**src/rtl/parking_gate_counter_pkg.sv**
```systemverilog
// Shared types and constants for the parking gate counter.
// The lot display also uses these.
package parking_pkg;

  localparam int CNT_W    = 5;
  localparam int MAX_CARS = 25;

  typedef enum logic [2:0] {
    IDLE, EN1, EN2, EN3,
    EX1, EX2, EX3, ERR
  } gate_state_t;

endpackage

```
**src/rtl/parking_gate_counter_sensor_filter.sv**
```systemverilog
// Synchroniser chain followed by a stable-count debouncer.
// The filtered value flips once the synced input differs for DEBOUNCE_CYCLES edges.
module sensor_filter #(
  parameter int SYNC_STAGES     = 2,
  parameter int DEBOUNCE_CYCLES = 50000
) (
  input  logic clk,
  input  logic rst_n,
  input  logic d_i,
  output logic f_o
);

  localparam int CW = $clog2(DEBOUNCE_CYCLES + 1);

  logic [SYNC_STAGES-1:0] sync_q;
  logic [CW-1:0]          cnt_q;
  logic                   f_q;
  logic                   s;

  assign s   = sync_q[SYNC_STAGES-1];
  assign f_o = f_q;

  always_ff @(posedge clk or negedge rst_n) begin
    if (!rst_n) begin
      sync_q <= '0;
      cnt_q  <= '0;
      f_q    <= 1'b0;
    end else begin
      sync_q <= {sync_q[SYNC_STAGES-2:0], d_i};
      if (s == f_q) begin
        cnt_q <= '0;
      end else if (cnt_q == CW'(DEBOUNCE_CYCLES - 1)) begin
        cnt_q <= '0;
        f_q   <= s;
      end else begin
        cnt_q <= cnt_q + CW'(1);
      end
    end
  end

endmodule

```
**src/rtl/parking_gate_counter.sv**
```systemverilog
// Gate direction tracker with a saturating occupancy counter.
// Sensor A faces the street, sensor B faces the lot.
module parking_gate_counter #(
  parameter int MAX_CARS        = parking_pkg::MAX_CARS,
  parameter int SYNC_STAGES     = 2,
  parameter int DEBOUNCE_CYCLES = 50000
) (
  input  logic       CLOCK_50,
  input  logic       RSTN,
  input  logic       sensor_a,
  input  logic       sensor_b,
  output logic [4:0] cntNum,
  output logic       full,
  output logic       empty,
  output logic       car_in,
  output logic       car_out,
  output logic       seq_err
);

  import parking_pkg::*;

  localparam logic [CNT_W-1:0] MAXC = CNT_W'(MAX_CARS);

  logic fa, fb;
  logic [1:0] ab;

  gate_state_t state_q, state_d;
  logic [CNT_W-1:0] cnt_q, cnt_d;
  logic full_q, full_d, empty_q, empty_d;
  logic in_q, in_d, out_q, out_d, err_q, err_d;
  logic ent, ext, bad;

  sensor_filter #(
    .SYNC_STAGES    (SYNC_STAGES),
    .DEBOUNCE_CYCLES(DEBOUNCE_CYCLES)
  ) u_filt_a (
    .clk  (CLOCK_50),
    .rst_n(RSTN),
    .d_i  (sensor_a),
    .f_o  (fa)
  );

  sensor_filter #(
    .SYNC_STAGES    (SYNC_STAGES),
    .DEBOUNCE_CYCLES(DEBOUNCE_CYCLES)
  ) u_filt_b (
    .clk  (CLOCK_50),
    .rst_n(RSTN),
    .d_i  (sensor_b),
    .f_o  (fb)
  );

  assign ab = {fa, fb};

  always_comb begin
    state_d = state_q;
    ent     = 1'b0;
    ext     = 1'b0;
    bad     = 1'b0;
    case (state_q)
      IDLE: case (ab)
        2'b10: state_d = EN1;
        2'b01: state_d = EX1;
        2'b11: begin state_d = ERR; bad = 1'b1; end
        default: ;
      endcase
      EN1: case (ab)
        2'b11: state_d = EN2;
        2'b00: state_d = IDLE;
        2'b01: begin state_d = ERR; bad = 1'b1; end
        default: ;
      endcase
      EN2: case (ab)
        2'b01: state_d = EN3;
        2'b10: state_d = EN1;
        2'b00: begin state_d = ERR; bad = 1'b1; end
        default: ;
      endcase
      EN3: case (ab)
        2'b00: begin state_d = IDLE; ent = 1'b1; end
        2'b11: state_d = EN2;
        2'b10: begin state_d = ERR; bad = 1'b1; end
        default: ;
      endcase
      EX1: case (ab)
        2'b11: state_d = EX2;
        2'b00: state_d = IDLE;
        2'b10: begin state_d = ERR; bad = 1'b1; end
        default: ;
      endcase
      EX2: case (ab)
        2'b10: state_d = EX3;
        2'b01: state_d = EX1;
        2'b00: begin state_d = ERR; bad = 1'b1; end
        default: ;
      endcase
      EX3: case (ab)
        2'b00: begin state_d = IDLE; ext = 1'b1; end
        2'b11: state_d = EX2;
        2'b01: begin state_d = ERR; bad = 1'b1; end
        default: ;
      endcase
      ERR: if (ab == 2'b00) state_d = IDLE;
      default: state_d = IDLE;
    endcase
  end

  // Saturating count; a blocked entry/exit becomes a sequence error
  always_comb begin
    cnt_d = cnt_q;
    in_d  = 1'b0;
    out_d = 1'b0;
    err_d = bad;
    if (ent) begin
      if (cnt_q < MAXC) begin
        cnt_d = cnt_q + CNT_W'(1);
        in_d  = 1'b1;
      end else begin
        err_d = 1'b1;
      end
    end
    if (ext) begin
      if (cnt_q != '0) begin
        cnt_d = cnt_q - CNT_W'(1);
        out_d = 1'b1;
      end else begin
        err_d = 1'b1;
      end
    end
    full_d  = (cnt_d == MAXC);
    empty_d = (cnt_d == '0);
  end

  always_ff @(posedge CLOCK_50 or negedge RSTN) begin
    if (!RSTN) begin
      state_q <= IDLE;
      cnt_q   <= '0;
      full_q  <= 1'b0;
      empty_q <= 1'b1;
      in_q    <= 1'b0;
      out_q   <= 1'b0;
      err_q   <= 1'b0;
    end else begin
      state_q <= state_d;
      cnt_q   <= cnt_d;
      full_q  <= full_d;
      empty_q <= empty_d;
      in_q    <= in_d;
      out_q   <= out_d;
      err_q   <= err_d;
    end
  end

  assign cntNum  = cnt_q;
  assign full    = full_q;
  assign empty   = empty_q;
  assign car_in  = in_q;
  assign car_out = out_q;
  assign seq_err = err_q;

endmodule

```
**config.mk**
```make
export PLATFORM = sky130hd
export DESIGN_NAME = parking_gate_counter
export DESIGN_NICKNAME = d
export VERILOG_FILES = /design/src/rtl/parking_gate_counter_pkg.sv /design/src/rtl/parking_gate_counter_sensor_filter.sv /design/src/rtl/parking_gate_counter.sv
export SDC_FILE = /design/constraint.sdc
export NUM_CORES = 1
export LEC_CHECK = 0
export CORE_MARGIN = 8
export CORE_UTILIZATION = 48
export CTS_CLUSTER_DIAMETER = 150
export DETAILED_ROUTE_END_ITERATION = 12
export PLACE_DENSITY = 0.66
export SYNTH_ARGS = -nofsm -noshare
export SYNTH_HDL_FRONTEND = slang
export SYNTH_SLANG_ARGS = --single-unit
```
**constraint.sdc**
```tcl
create_clock -name CLOCK_50 -period 2.14 [get_ports CLOCK_50]
set_clock_uncertainty 0.1 [all_clocks]
set_input_delay 0.535 -clock CLOCK_50 [delete_from_list [all_inputs] [get_ports CLOCK_50]]
set_output_delay 0.535 -clock CLOCK_50 [all_outputs]
set_load 0.02 [all_outputs]
```
==> flow_metrics.tcl <==
set metrics [dict create \
    status "finished, final reports clean" \
    startpoint_type "flop" \
    root_buffer "clkbuf_8" \
    yosysMostFrequentCell "dfrtp_1" \
    num_vias 2123 \
    gr-total-overflow 0 \
    grt_pass1_vias 2011 \
    synth_ff_type "dfrtp_1" \
    power_density_nw_per_um2 493 \
    n_fill_cell 511 \
    setup_viol 0 \
    ys_ff_latch 51 \
    drc 0 \
    synth-simple-area-share_pct 24.5 \
    cts_tree "yes" \
    netlist.area_leader.share_pct 44.8 \
    diodes 0 \
    grt_use_met2_pct 19.9 \
    max-vdd-ir-drop_v 0.000354 \
    clk_path_buf_depth 2 \
    antenna_found_initial 0 \
    grt_pass1_wl_mm 8.95 \
    relSlewSlack_pct 67.3 \
    regArea_um2 1280 \
    hpwl_mm 3.65 \
    rrSetupSlack_ns 0.08 \
    hp-class "in2async" \
    synthCells 292 \
    ys_top_cells_by_area "dfrtp_1, nor2_1, xor2_1" \
    period_share_pct 96.1 \
    port-buffer-count 13 \
    syn_nets 307 \
    ys_seq_area_share_pct 45.7 \
    drive_gt1_share_pct 13.4 \
    syn_area_um2 2790 \
    synth_compound_area_share_pct 9.09 \
    reg2reg_depth 7 \
    ant_nets 0 \
    die_w_um 92.3 \
    grt_max_degree 34 \
    synth_top_family_by_area "simple AND/OR/NAND/NOR gates" \
    cp_cell_sequence "buf_4 -> ha_1 -> nor2_2 -> a31oi_1 -> a221o_1 -> o21a_1 -> a22o_1" \
    io_pins 14 \
    maxCapViolCount 0 \
    fin_area_um2 3230 \
    htreeDepth 2 \
    synth.cells.most_frequent "dfrtp_1, nor2_1, nand2_1, xor2_1, nand3_1" \
    insertion_delay_ns 0.30 \
    hold_violations 0 \
    routed_via_density 5.42 \
    areaGrowthSynthToFinish_pct 15.7 \
    multi_input_comb_area_um2 1420 \
    nets 334 \
    synth-edff-count 0 \
    worst_path_largest_cell_delay_ns 0.43 \
    first_iter_violations 83 \
    critPathKind "reg2reg" \
    initial_utilization_pct 50.1 \
    cts-buffers-inserted 5 \
    tightest_slew_ns 0.490 \
    die-area_um2 8520 \
    required_ns 2.24 \
    period_needed_ns 2.06 \
    wl_per_cell_um 13.0 \
    endpoint_kind "flop" \
    design.core.area_um2 5570 \
    critPathMaxFanout 6 \
    synth-xor-area-share_pct 10.0 \
    clkSinkCount 51 \
    leakage_nw 1.41 \
    synth-async-reset-ratio_pct 100 \
    grt_usage_pct 12.5 \
    grt_use_met1_pct 16.2 \
    yosysWarnings 0 \
    slowest_stage "dfrtp_2" \
    first_pass_iters 4 \
    crit_arrival_ns 2.15 \
    synthMuxAreaShare_pct 1.48 \
    max_clock_freq_mhz 486 \
    drt-total-wl_mm 5.10 \
    maxSlewViolCount 0 \
    synth_fa_ha_area_share_pct 4.93 \
    fp.dieH_um 92.3 \
    gr-max-usage-layer "met2" \
    cts-hold-fix-buffers 0 \
    rsz0062_at_grt "true" \
    avgSynthCellArea_um2 9.57 \
    globalplace.congestion 0.889 \
    synth_cell_types 54 \
    total_power_mw 1.59 \
    path_clk_slew_ns 0.09 \
    final_util_pct 58.0 \
    rows 27 \
    placed_cell_area_um2 3100 \
    setup_tns_ns 0 \
    use_met3_pct 3.07 \
    yosys.area.top_type "dfrtp_1" \
]
## final timing paths
kind / endpoint / from
max: state_q[1] / u_filt_b.f_o
min: state_q[1] / RSTN
max reg2reg: state_q[1] / u_filt_b.f_o
min reg2reg: u_filt_b.sync_q[1] / u_filt_b.sync_q[0]
max in group asynchronous: u_filt_b.f_o / RSTN
min in group CLOCK_50: u_filt_b.sync_q[1] / u_filt_b.sync_q[0]
## worst max-delay path, delay by kind of cell, from the launching register on
family	cells	cell delay, ns
compound gates	4	0.83
fa+ha+maj	1	0.21
buf+inv	1	0.15
flops	1	0.43
simple gates	1	0.23
## cell type report
cell class                 instances  share of cell area (%)
timing repair buffer              32                    9.45
clock buffer                       5                    2.13
clock inverter                     3                   0.581
multi-input combinational        216                    43.9
tap                               72                    2.79
sequential                        51                    39.7
inverter                          13                    1.51
## repair_timing
action,in CTS,in global routing
gates resized for setup,1,9
buffers inserted,0,3
setup endpoints to repair,1,7
## through the flow
| step | hold WS [ns] | instances | setup WS, ns |
|---|---|---|---|
| 2_1_floorplan | 0.139 | 292 | 0.0993 |
| 3_3_place_gp | 0.235 | 381 | 0.0954 |
| 3_5_place_dp | 0.241 | 381 | 0.0520 |
| 4_1_cts | 0.0821 | 389 | 0.0120 |
| 5_1_grt | 0.106 | 392 | -0.0174 |
| 6_report | 0.0703 | 392 | 0.0829 |
## layer usage
layer	vias up	wire [um]
met5	-	0
met4	0	25
met3	4	206
met2	31	2290
met1	1025	2580
li1	1063	-
## power by group
group,total (mW),switching (mW),internal [mW],leakage (nW)
clock network,0.544,0.314,0.231,0.0483
logic,0.0623,0.0370,0.0253,0.672
registers,0.985,0.00967,0.976,0.688
total,1.59,0.360,1.23,1.41
## cell usage in the layout (no fill, tap or decap), types with 2 or more instances in the layout
cell type,Yosys,layout
buf_4,1,16
mux2i_1,3,3
or2_1,2,2
o21ai_0,8,8
nand3_1,17,17
nor3_1,9,9
o21a_1,2,2
a21oi_1,3,3
ha_1,11,9
clkdlybuf4s50_1,0,12
dfrtp_2,0,4
inv_1,13,12
nand4b_1,2,2
clkbuf_8,0,5
and4_1,2,2
dfrtp_1,50,46
nor3b_1,2,2
and3_1,6,6
o211ai_1,4,4
buf_12,0,3
xor2_1,18,18
nand2_1,23,23
nand4_1,7,7
nor2_1,47,46
nand2b_1,3,3
or4_1,2,2
nor2_2,1,2
nor4_1,3,3
xnor2_1,14,14
a31oi_1,3,3
clkinv_2,0,2
## cells by family after synthesis
| group | Yosys count |
|---|---|
| simple gates | 134 |
| flops | 51 |
| compound gates | 35 |
| xor+xnor | 32 |
| buf+inv | 25 |
| fa+ha+maj | 11 |
| mux | 4 |
## registers in the layout (all words and copies together) (netlist names)
signal           flops
car_out              1
u_filt_a.sync_q      2
state_q              3
full                 1
u_filt_b.cnt_q      16
empty                1
seq_err              1
u_filt_a.cnt_q      16
u_filt_b.sync_q      2
u_filt_a.f_o         1
u_filt_b.f_o         1
cntNum               5
car_in               1
Power figures use the tool's default switching activity.
